File: config.mk
export PLATFORM = sky130hd
export DESIGN_NAME = ctx_save_restore
export DESIGN_NICKNAME = d
export VERILOG_FILES = /design/src/rtl/ctx_save_restore.sv
export SDC_FILE = /design/constraint.sdc
export NUM_CORES = 1
export LEC_CHECK = 0
export CAP_MARGIN = 40
export CORE_MARGIN = 5
export CORE_UTILIZATION = 24
export CTS_CLUSTER_SIZE = 24
export DETAILED_ROUTE_END_ITERATION = 8
export PLACE_DENSITY = 0.4
export SYNTH_ARGS = -nofsm -noshare
export SYNTH_HDL_FRONTEND = slang
export SYNTH_SLANG_ARGS = --single-unit
File: constraint.sdc
create_clock -name clk -period 7.2 [get_ports clk]
set_input_delay 1.44 -clock clk [delete_from_list [all_inputs] [get_ports clk]]
set_output_delay 1.44 -clock clk [all_outputs]
set_load 0.03 [all_outputs]
File: src/rtl/ctx_save_restore.sv
// Interrupt context engine: saves R0..R3 onto a LIFO shadow stack on entry and
// writes them back on return, stalling the core through busy while it owns the register file.
module ctx_save_restore #(
  parameter int NUM_REGS = 4,
  parameter int DATA_W   = 8,
  parameter int DEPTH    = 4
) (
  input  logic                         clk,
  input  logic                         reset,
  input  logic                         save_req,
  input  logic                         restore_req,
  input  logic                         clr_err,
  output logic [$clog2(NUM_REGS)-1:0]  rf_ReadReg,
  input  logic [DATA_W-1:0]            rf_ReadData,
  output logic                         rf_RegWrite,
  output logic [$clog2(NUM_REGS)-1:0]  rf_WriteReg,
  output logic [DATA_W-1:0]            rf_WriteData,
  output logic                         busy,
  output logic                         done,
  output logic [$clog2(DEPTH+1)-1:0]   nest_level,
  output logic                         overflow,
  output logic                         underflow
);

  localparam int IW = $clog2(NUM_REGS);
  localparam int NW = $clog2(DEPTH + 1);
  localparam int LW = $clog2(DEPTH);
  localparam logic [IW-1:0] LAST_IDX = IW'(NUM_REGS - 1);
  localparam logic [IW-1:0] ONE_I    = IW'(1);
  localparam logic [NW-1:0] ONE_N    = NW'(1);
  localparam logic [NW-1:0] DEPTH_N  = NW'(DEPTH);
  localparam logic [LW-1:0] ONE_L    = LW'(1);

  typedef enum logic [1:0] {IDLE, SAVE, RESTORE, FINISH} state_t;

  state_t             state_q, state_d;
  logic [IW-1:0]      idx_q, idx_d;
  logic [NW-1:0]      nest_q, nest_d;
  logic               ovf_q, ovf_d;
  logic               unf_q, unf_d;
  logic [DATA_W-1:0]  stack_q [DEPTH][NUM_REGS];

  // Stack slot addressing; the restore slot wraps correctly because nest_level never exceeds DEPTH.
  logic [LW-1:0]      save_lvl;
  logic [LW-1:0]      rest_lvl;
  assign save_lvl = nest_q[LW-1:0];
  assign rest_lvl = nest_q[LW-1:0] - ONE_L;

  always_ff @(posedge clk or posedge reset) begin
    if (reset) begin
      state_q <= IDLE;
      idx_q   <= '0;
      nest_q  <= '0;
      ovf_q   <= 1'b0;
      unf_q   <= 1'b0;
    end else begin
      state_q <= state_d;
      idx_q   <= idx_d;
      nest_q  <= nest_d;
      ovf_q   <= ovf_d;
      unf_q   <= unf_d;
    end
  end

  always_ff @(posedge clk or posedge reset) begin
    if (reset) begin
      for (int l = 0; l < DEPTH; l++) begin
        for (int r = 0; r < NUM_REGS; r++) begin
          stack_q[l][r] <= '0;
        end
      end
    end else if (state_q == SAVE) begin
      stack_q[save_lvl][idx_q] <= rf_ReadData;
    end
  end

  always_comb begin
    state_d = state_q;
    idx_d   = idx_q;
    nest_d  = nest_q;
    // A new error in the same cycle as clr_err overrides the clear below.
    ovf_d   = ovf_q & ~clr_err;
    unf_d   = unf_q & ~clr_err;
    case (state_q)
      IDLE: begin
        if (save_req) begin
          if (nest_q < DEPTH_N) begin
            state_d = SAVE;
            idx_d   = '0;
          end else begin
            state_d = FINISH;
            ovf_d   = 1'b1;
          end
        end else if (restore_req) begin
          if (nest_q != '0) begin
            state_d = RESTORE;
            idx_d   = '0;
          end else begin
            state_d = FINISH;
            unf_d   = 1'b1;
          end
        end
      end
      SAVE: begin
        idx_d = idx_q + ONE_I;
        if (idx_q == LAST_IDX) begin
          nest_d  = nest_q + ONE_N;
          state_d = FINISH;
        end
      end
      RESTORE: begin
        idx_d = idx_q + ONE_I;
        if (idx_q == LAST_IDX) begin
          nest_d  = nest_q - ONE_N;
          state_d = FINISH;
        end
      end
      FINISH: state_d = IDLE;
      default: state_d = IDLE;
    endcase
  end

  always_comb begin
    rf_ReadReg   = '0;
    rf_RegWrite  = 1'b0;
    rf_WriteReg  = '0;
    rf_WriteData = '0;
    busy         = 1'b0;
    done         = 1'b0;
    case (state_q)
      SAVE: begin
        busy       = 1'b1;
        rf_ReadReg = idx_q;
      end
      RESTORE: begin
        busy         = 1'b1;
        rf_RegWrite  = 1'b1;
        rf_WriteReg  = idx_q;
        rf_WriteData = stack_q[rest_lvl][idx_q];
      end
      FINISH: done = 1'b1;
      default: ;
    endcase
  end

  assign nest_level = nest_q;
  assign overflow   = ovf_q;
  assign underflow  = unf_q;

endmodule

# After elaboration in Yosys (flattened, before gate mapping)
# Cells that the tools add are included.
[op_classes]
n_eq_ne = 10
magnitude_cmp = 6
reduce_logical = 10
mux = 38
bitwise = 6
n_addsub = 4
[op_table]
columns = ["op", "count"]
rows = [
  ["bitwise mux 128 bit", 1],
  ["two-way mux 32 bit", 3],
  ["binary-select mux 32 bit (select 2 bit)", 1],
  ["demux 32 bit (select 2 bit)", 1],
  ["two-way mux 8 bit", 4],
  ["two-way mux 2 bit", 10],
  ["binary-select mux 8 bit (select 2 bit)", 1],
  ["demux 8 bit (select 2 bit)", 1],
  ["two-way mux 1 bit", 11],
  ["greater-or-equal comparator 3 bit, second input constant", 3],
  ["!= test 3 bit, second input constant", 3],
  ["inverter 2 -> 3 bit", 3],
  ["== test 2 bit, second input constant", 3],
  ["< comparator 3 x 1 -> 1 bit, second input constant", 2],
  ["two-way mux 3 bit", 2],
  ["case mux 2 bit (3 select lines)", 1],
  ["case mux 3 bit (2 select lines)", 1],
  ["!= test 2 x 1 -> 1 bit, second input constant", 2],
  ["case mux 2 bit (2 select lines)", 1],
  ["AND reduction 4 bit", 1],
  ["nonzero test 2 bit", 2],
  ["adder 3 x 1 -> 3 bit, second input constant", 1],
  ["< comparator 3 bit, second input constant", 1],
  ["AND reduction 3 bit", 1],
  ["other kinds (12)", 14],
]
[word_totals]
wordCells = 95
output_inout_bits = 20
ff_bits = 137
in_bits = 13

# Depth between registers and ports, before layout
# Gate-level depths: netlist (run 1).
[depth]
ltp_word = 9
depth_mapped = 10

# Worst setup path before layout (run 1)
# OpenSTA, ideal clock, no wires.
[synth_timing]
kind = "reg2out"
startpoint = "register nest_q[0] (netlist: nest_level[0])"
endpoint = "output port rf_WriteData[6]"
arrival_ps = 2715
stages_incl_launch_ff = 11
slack_ps = 3045
cell_sequence = "dfrtp_1 buf_6 buf_4 buf_4 inv_1 ha_1 and2b_1 buf_2 a22oi_1 a22o_1 a221o_1"
[synth_via]
elab_chain_len = 9
[synth_lines]
columns = ["element", "line_no", "text"]
rows = [
  ["from (decl)", "38", "logic [NW-1:0] nest_q, nest_d;"],
  ["from (signal assigned)", "59", "nest_q <= nest_d;"],
  ["subtractor 2 x 1 -> 2 bit", "47", "assign rest_lvl = nest_q[LW-1:0] - ONE_L;"],
  ["inverter 2 -> 3 bit (implied by the code)", "139", "rf_WriteData = stack_q[rest_lvl][idx_q];"],
  ["binary-select mux 32 bit (select 2 bit)", "139", ""],
  ["two-way mux 32 bit (implied by the code) (2 in series)", "139", ""],
  ["binary-select mux 8 bit (select 2 bit)", "139", ""],
  ["two-way mux 8 bit (implied by the code) (2 in series)", "139", ""],
  ["two-way mux 8 bit", "130", "case (state_q)"],
  ["to (decl)", "17", "output logic [DATA_W-1:0] rf_WriteData,"],
]
# No other way between the ends. The select of a mux whose other input is x is not followed.

# Final worst setup path (run 1)
[layout_timing]
startpoint = "register nest_q[1] (netlist: nest_level[1])"
endpoint = "output port rf_WriteData[1]"
# The elaborated chain is that of the path after synthesis.

==> run_results.csv, run 1 <==
group,metric,value,unit
route,antenna_left,0,
synthesis,syn_area,0.00651,mm^2
placement,portBuffers,32,
worst_setup_path,cp_slowest_stage_delay,0.73,ns
timing,slew_headroom,46.2,%
route,routed_wl,16.8,mm
power,p_seq_share,34.4,%
run_status,run_status,"completed",
global_routing,grt_pass1_wl,26.8,mm
floorplan,die-area,0.0305,mm^2
power,power_frac_comb,41.9,%
clocking,htreeDepth,4,
synthesis,synth_cell_types,36,
worst_setup_path,critical_path.cell_chain,"inv_1 > ha_1 > and2_0 > a22oi_1 > a22o_1 > a221o_1 > clkdlybuf4s50_1",
global_routing,grt_pass1_vias,4305,
synthesis,syn_avg_cell_area,14.3,um^2
placement,place_congestion,0.754,
clocking,clk_pin_slew,0.06,ns
global_routing,grt_max_degree,79,
clocking,clk_path_buf_depth,2,
global_routing,overflow,0,
synthesis,ys_ff_latch,137,
global_routing,antenna_found_initial,0,
flow_run,drv_cap,0,
placement,dp_hpwl,11.4,mm
timing,timing.final.crit_share,70.2,%
timing,min_period,5.06,ns
clocking,post_cts_resized,0,
worst_setup_path,path_buf_inv,2,
global_routing,grt_util_all_layers,11.4,%
route,wl_per_cell,20.0,um
clocking,cts_sinks,137,
timing,max_freq,198,MHz
floorplan,die_y,175,um
worst_setup_path,cp.arrival,3.62,ns
worst_hold_path,min_path_type,"register to register",
finish,fillers,2665,
power,finalPower,3.95,mW
clocking,cts_tree,"built",
power,peakVddDrop,0.216,mV
synthesis,yosys_warnings,0,
clocking,ctsHoldBuffers,0,
synthesis,syn_inst,454,
finish,antenna_cells,0,
worst_setup_path,start_kind,"register",
finish,final_cell_area,0.00783,mm^2
route,vias_per_cell,4.67,
finish,synthToLayoutAreaGrowth,20.2,%
synthesis,ys_seq_area_share,52.6,%
clocking,numCtsBuffers,17,
clocking,postCtsSetupBuffers,0,
route,drtPass1Iterations,4,
timing,grt_setup_unrepaired,"no",
worst_setup_path,cp_top_family,"compound AO/OA/AOI/OAI gates",
timing,worst_slew_pin_slew,0.807,ns
floorplan,die-width,175,um
route,drt_iter0_drc,163,
floorplan,start_util,24.3,%
synthesis,synth_top_area_cell,"dfrtp_1",
worst_setup_path,cp-end-kind,"primary output",
finish,seq_area,0.00343,mm^2
synthesis,synthFlopType,"dfrtp_1",
timing,slew_viol_final,0,
clocking,cts-root-buf,"clkbuf_16",
timing,tns,0,ns
finish,multi_input_comb_area,0.00292,mm^2
finish,finalNetCount,514,
route,via_count,3929,
floorplan,core,0.0268,mm^2
timing,final-setup-viol-count,0,
timing,skew,0.0103,ns
synthesis,synth_top_area_share,52.6,%
power,p_int,2.58,mW
finish,drive_above_1_share,36.0,%
worst_setup_path,cp_slowest_cell,"ha_1",
placement,post_dp_cell_area,0.00720,mm^2
power,p_switching,1.37,mW
power,power_density,505,mW/mm^2
timing,whs,0.497,ns
synthesis,synth.most_common_cell,"dfrtp_1",
timing,finalHoldViolCount,0,
worst_setup_path,critPathRequiredTime,5.76,ns
worst_setup_path,crit_fanout,15,
route,drc,0,
synthesis,async_reset_ff_share,100,%
clocking,clock_latency,0.41,ns
synthesis,yosys-top-cells-area,"dfrtp_1, mux2_2, mux4_2",
power,power.leakage,3.23,nW
synthesis,synth_common_cells,"dfrtp_1, mux2_2, mux2i_1, nand3_1, mux4_2",
synthesis,synth_fp_nets,481,
floorplan,ioPinCount,33,
synthesis,synth_edf_count,0,
worst_setup_path,critPathKind,"register to primary output",
floorplan,rows,60,
power,p_clk_share,23.7,%
power,netSwitchingFraction,34.8,%
==> metal layers <==
metal / vias to the layer above / GRT usage, % / wire length [um]
met2: 52 / 18.7 / 8150
li1: 1756 / - / -
met1: 2114 / 15.4 / 7960
met3: 7 / 3.18 / 601
met5: - / 0 / 0
met4: 0 / 1.93 / 91
==> cells in the final DEF, fill, tap and decap left out, types with 3 or more instances in the layout <==
cell,n
clkbuf_16,17
bufinv_16,4
nand2_1,11
buf_4,4
a221o_1,4
nor2b_1,4
inv_6,3
clkdlybuf4s50_1,32
a22oi_1,10
nand3_1,21
nand2b_1,3
dfrtp_1,136
mux4_1,4
ha_1,13
and3_1,4
o21ai_1,4
a22o_1,4
inv_1,9
mux4_2,15
mux2i_1,29
o21ai_0,5
clkinv_4,3
clkbuf_1,3
nor2_1,6
a221oi_1,3
mux2_2,129
==> layout make-up <==
class,count,area share [%]
clock buffer,20,5.58
timing repair buffer,37,4.83
tap,341,5.45
clock inverter,12,2.43
multi-input combinational,283,37.3
inverter,11,0.591
sequential,137,43.8
==> worst paths after layout <==
kind	startpoint	end	slack, ns	cells past startpoint
min reg2reg	stack_q[119]	stack_q[119]	0.50	1
max in group asynchronous	reset	stack_q[71]	4.36	3
min	stack_q[119]	stack_q[119]	0.50	1
max	nest_level[1]	rf_WriteData[1]	2.14	7
min in group asynchronous	reset	stack_q[126]	1.54	2
max reg2reg	idx_q[0]	stack_q[46]	4.76	5
==> cells by family (layout without fill, tap and decap cells) <==
family / after synthesis / count (layout) / share of synthesized area (%)
adder cells (fa/ha/maj): 14 / 14 / 2.81
XOR/XNOR: 2 / 2 / 0.269
AND/OR/NAND/NOR: 54 / 54 / 4.17
AO/OA/AOI/OAI: 36 / 36 / 4.03
multiplexers: 177 / 177 / 33.6
flip-flops: 137 / 137 / 52.6
buffers and inverters: 34 / 80 / 2.52
==> through the flow <==
stage	std cells	setup slack (ns)	utilization, %
floorplan	454	2.09	-
global placement	807	2.70	26.7
detailed placement	809	2.60	26.9
CTS	841	2.14	29.2
global route	841	1.97	29.2
finish	841	2.14	29.2
==> registers in the layout, indices dropped and copies added (netlist names) <==
register    flops
underflow       1
state_q         2
nest_level      3
overflow        1
idx_q           2
stack_q       128
==> power by group through the flow <==
stage	clock [mW]	combinational (mW)	sequential [mW]
floorplan	0	1.21	1.33
global placement	0	1.65	1.35
detailed placement	0	1.69	1.37
CTS	0.958	1.69	1.36
global route	0.989	1.80	1.41
finish	0.935	1.66	1.36
==> worst reg2reg max path: cells and delay by family (launching register included) <==
kind	cells	cell delay, ns
mux	1	0.41
simple gates	1	0.50
fa+ha+maj	1	0.36
flops	1	0.32
buf+inv	2	0.74
No activity file was read; power rests on OpenSTA's default activity.
==> run 2, diff against run 1 <==
clock period = 5 ns   (was 7.2 ns; I/O delays follow)
==> run_results.csv, run 2 (synthesized netlist as in run 1, its figures left out) <==
group,metric,value,unit
worst_setup_path,path_buf_inv,2,
timing,slew_headroom,43.8,%
clocking,ctsHoldBuffers,0,
power,p_int,3.59,mW
route,vias_per_cell,4.60,
route,wl_per_cell,20.1,um
finish,stdcell_count,844,
worst_setup_path,critPathKind,"register to primary output",
timing,finalHoldViolCount,0,
timing,final-setup-viol-count,0,
worst_setup_path,cp_top_family,"compound AO/OA/AOI/OAI gates",
finish,final_cell_mix,"dfrtp_1, mux2_2, clkdlybuf4s50_1, mux2i_1, nand3_1",
clocking,clk_path_buf_depth,2,
route,drt-met1-wl,8.01,mm
worst_setup_path,critical_path.cell_chain,"inv_1 > ha_1 > and2_0 > a22oi_1 > a22o_1 > a221o_1 > clkdlybuf4s50_1",
timing,min_period,4.42,ns
finish,synthToLayoutAreaGrowth,19.8,%
finish,largest_reg_flops,128,
global_routing,overflow,0,
global_routing,grt_max_degree,89,
clocking,cts_sinks,137,
power,p_clk_share,22.0,%
clocking,postCtsSetupBuffers,0,
worst_setup_path,cp-end-kind,"primary output",
timing,grt_setup_unrepaired,"no",
finish,drive_above_1_share,36.8,%
power,power.leakage,3.21,nW
route,wl_met2,8.32,mm
worst_setup_path,cp.arrival,3.42,ns
clocking,post_cts_resized,0,
global_routing,grt_pass1_wl,26.3,mm
timing,timing.final.crit_share,88.5,%
timing,max_freq,226,MHz
run_status,run_status,"completed",
placement,dp_hpwl,11.5,mm
worst_setup_path,cp_slowest_cell,"clkdlybuf4s50_1",
worst_setup_path,crit_fanout,9,
clocking,cts-root-buf,"clkbuf_16",
finish,post-route-util,29.1,%
route,antenna_left,0,
clocking,htreeDepth,4,
worst_setup_path,cp_slowest_stage_delay,0.60,ns
route,drtPass1Iterations,4,
route,drc,0,
power,p_switching,1.97,mW
placement,place_congestion,0.719,
timing,worst_slew_pin_slew,0.843,ns
power,power_density,714,mW/mm^2
floorplan,rows,60,
route,via_count,3885,
route,wl_met3,466,um
finish,antenna_cells,0,
placement,portBuffers,32,
floorplan,die_y,175,um
floorplan,die-width,175,um
timing,skew,0.0101,ns
power,peakVddDrop,0.284,mV
power,netSwitchingFraction,35.4,%
flow_run,drv_cap,0,
finish,regMostFlops,"stack_q",
placement,placedCellCount,812,
global_routing,grt_pass1_vias,4231,
clocking,clk_pin_slew,0.06,ns
power,finalPower,5.57,mW
finish,mostFrequentLayoutCell,"dfrtp_1",
global_routing,antenna_found_initial,0,
floorplan,start_util,24.3,%
timing,whs,0.497,ns
clocking,clock_latency,0.42,ns
timing,tns,0,ns
power,p_seq_share,35.4,%
global_routing,grt_util_all_layers,11.5,%
clocking,numCtsBuffers,17,
floorplan,die-area,0.0305,mm^2
timing,slew_viol_final,0,
worst_hold_path,min_path_type,"register to register",
route,highest_layer,"met4",
worst_setup_path,start_kind,"register",
power,power_frac_comb,42.6,%
finish,finalNetCount,517,
floorplan,core,0.0268,mm^2
route,routed_wl,17.0,mm
worst_setup_path,critPathRequiredTime,4.00,ns
route,drt_iter0_drc,196,
floorplan,ioPinCount,33,
clocking,cts_tree,"built",
run 2: worst paths after layout:
kind                              endpoint     startpoint  depth (start not counted)  slack [ns]
max in group asynchronous      stack_q[48]          reset                          3        2.94
min                            stack_q[13]    stack_q[13]                          1        0.50
min reg2reg                    stack_q[13]    stack_q[13]                          1        0.50
max reg2reg                    stack_q[24]       idx_q[0]                          5        2.57
min in group asynchronous      stack_q[21]          reset                          2        1.10
max                        rf_WriteData[0]  nest_level[1]                          7        0.58
run 2: stage by stage:
step / worst slack, ns / instance area [um^2]
finish: 0.576 / 7800
global route: 0.470 / 7800
CTS: 0.588 / 7800
detailed placement: 1.07 / 7220
global placement: 1.10 / 7200
floorplan: 0.332 / 6510
run 2: cell type report:
| cell class | count | area (um^2) |
|---|---|---|
| Fill cell | 2678 | 19000 |
| Timing Repair Buffer | 40 | 400 |
| Multi-Input combinational cell | 283 | 2920 |
| Clock inverter | 12 | 119 |
| Tap cell | 341 | 427 |
| Sequential cell | 137 | 3430 |
| Inverter | 11 | 46.3 |
| Clock buffer | 20 | 457 |
run 2: power by group through the flow:
| stage | sequential (mW) | combinational [mW] | clock (mW) |
|---|---|---|---|
| finish | 1.97 | 2.37 | 1.22 |
| global route | 2.04 | 2.57 | 1.30 |
| CTS | 1.98 | 2.43 | 1.26 |
| detailed placement | 2.00 | 2.42 | 0 |
| global placement | 1.97 | 2.36 | 0 |
| floorplan | 1.92 | 1.74 | 0 |
run 2: metal layers:
layer,vias up,track usage [%]
met5,-,0
met4,0,3.60
met3,13,2.60
met2,57,18.9
met1,2055,15.3
li1,1760,-
==> run 3, diff against run 2 <==
RECOVER_POWER = 50   (was unset)
==> run_results.csv, run 3 (synthesized netlist as in run 1, its figures left out) <==
group,metric,value,unit
run_status,run_status,"complete, but fails checks",
run_status,violations,"max-capacitance violations, max-slew violations",
power,power_density,715,mW/mm^2
worst_setup_path,critPathKind,"register to primary output",
finish,finalNetCount,517,
route,drc,0,
placement,portBuffers,32,
route,vias_per_cell,4.61,
floorplan,ioPinCount,33,
clocking,ctsHoldBuffers,0,
clocking,cts-root-buf,"clkbuf_16",
global_routing,grt_util_all_layers,11.5,%
finish,multi_input_comb_area,0.00292,mm^2
worst_setup_path,cp_slowest_cell,"clkdlybuf4s50_1",
clocking,clk_path_buf_depth,2,
finish,seq_area,0.00343,mm^2
global_routing,overflow,0,
floorplan,die_y,175,um
global_routing,grt_pass1_wl,26.3,mm
worst_setup_path,r2r_start,"idx_q[0]",
clocking,post_cts_resized,0,
timing,max_freq,227,MHz
finish,regMostFlops,"stack_q",
finish,synthToLayoutAreaGrowth,19.6,%
clocking,numCtsBuffers,17,
clocking,clk_pin_slew,0.06,ns
clocking,cts_tree,"built",
placement,place_congestion,0.719,
worst_hold_path,min_path_type,"register to register",
global_routing,grt_pass1_vias,4231,
route,drtPass1Iterations,4,
flow_run,drv_cap,1,
worst_hold_path,min-delay-start,"stack_q[13]",
finish,antenna_cells,0,
finish,final_cell_mix,"dfrtp_1, mux2_2, clkdlybuf4s50_1, mux2i_1, nand3_1",
floorplan,rows,60,
worst_setup_path,cp-end-kind,"primary output",
route,via_count,3890,
timing,final-setup-viol-count,0,
clocking,cts_sinks,137,
timing,grt_setup_unrepaired,"no",
worst_setup_path,reg2reg_slack,2.60,ns
timing,finalHoldViolCount,0,
timing,min_period,4.40,ns
route,wl_per_cell,20.1,um
floorplan,core,0.0268,mm^2
timing,worst_slew_pin_slew,1.96,ns
worst_setup_path,ff2ff_path_depth,5,
clocking,clock_latency,0.43,ns
clocking,htreeDepth,4,
clocking,postCtsSetupBuffers,0,
worst_setup_path,reg2reg_to,"stack_q[27]",
worst_setup_path,cp_slowest_stage_delay,0.60,ns
worst_setup_path,critPathRequiredTime,4.00,ns
timing,skew,0.00887,ns
worst_setup_path,start_kind,"register",
timing,slew_viol_final,89,
worst_setup_path,cp.arrival,3.40,ns
worst_setup_path,crit_fanout,9,
finish,stdcell_count,844,
finish,largest_reg_flops,128,
finish,fillers,2681,
power,peakVddDrop,0.286,mV
floorplan,die-width,175,um
floorplan,start_util,24.3,%
timing,timing.final.crit_share,88.1,%
worst_setup_path,critical_path.cell_chain,"inv_1 > ha_1 > and2_0 > a22oi_1 > a22o_1 > a221o_1 > clkdlybuf4s50_1",
route,drt_iter0_drc,182,
worst_hold_path,holdPathStages,1,
global_routing,antenna_found_initial,0,
route,routed_wl,16.9,mm
global_routing,grt_max_degree,89,
floorplan,die-area,0.0305,mm^2
timing,tns,0,ns
worst_hold_path,whs_endpoint,"stack_q[13]",
power,power.leakage,3.20,nW
timing,slew_headroom,-30.6,%
finish,drive_above_1_share,36.4,%
placement,dp_hpwl,11.5,mm
finish,mostFrequentLayoutCell,"dfrtp_1",
placement,placedCellCount,812,
route,antenna_left,0,
-- run 3: worst max path at each step --
stage	start	to	cells past startpoint
3_3_place_gp	nest_level[1]	rf_WriteData[5]	7
6_report	nest_level[1]	rf_WriteData[0]	7
3_5_place_dp	nest_level[1]	rf_WriteData[0]	7
4_1_cts	nest_level[1]	rf_WriteData[0]	7
2_1_floorplan	reset	idx_q[0]	1
5_1_grt	nest_level[1]	rf_WriteData[0]	7
-- run 3: final cells by class --
class | count | area share, %
clock inverters | 12 | 1.53
flip-flops and latches | 137 | 44.0
repair buffers | 40 | 5.04
multi-input cells | 283 | 37.5
inverters | 11 | 0.578
clock buffers | 20 | 5.86
well taps | 341 | 5.48
-- run 3: through the flow --
stage          hold slack [ns]  area (um^2)  util, %  setup WS (ns)  total power, mW
2_1_floorplan            0.470         6510        -          0.332             3.66
3_3_place_gp             0.482         7200     26.8           1.10             4.34
3_5_place_dp             0.488         7220     27.0           1.07             4.42
4_1_cts                  0.502         7800     29.1          0.588             5.67
5_1_grt                  0.515         7790     29.1          0.470             5.91
6_report                 0.497         7790     29.1          0.596             5.57
-- run 3: routing by layer --
metal	routed length (um)	track usage, %	vias up
met5	0	0	-
met2	8360	18.9	64
li1	-	-	1758
met1	7830	15.3	2053
met3	554	2.60	15
met4	197	3.60	0
-- run 3: power breakdown --
part	internal, mW	total, mW	switching, mW
registers	1.68	1.98	0.296
logic	1.20	2.37	1.17
clock network	0.715	1.22	0.510
total	3.59	5.57	1.97
-- run 3: critical path: cells and delay by family, from the launching register on --
family                   cells  cell delay (ns)
buffers and inverters        2             0.71
adder cells (fa/ha/maj)      1             0.51
AO/OA/AOI/OAI                3             0.87
AND/OR/NAND/NOR              1             0.47
flip-flops                   1             0.41
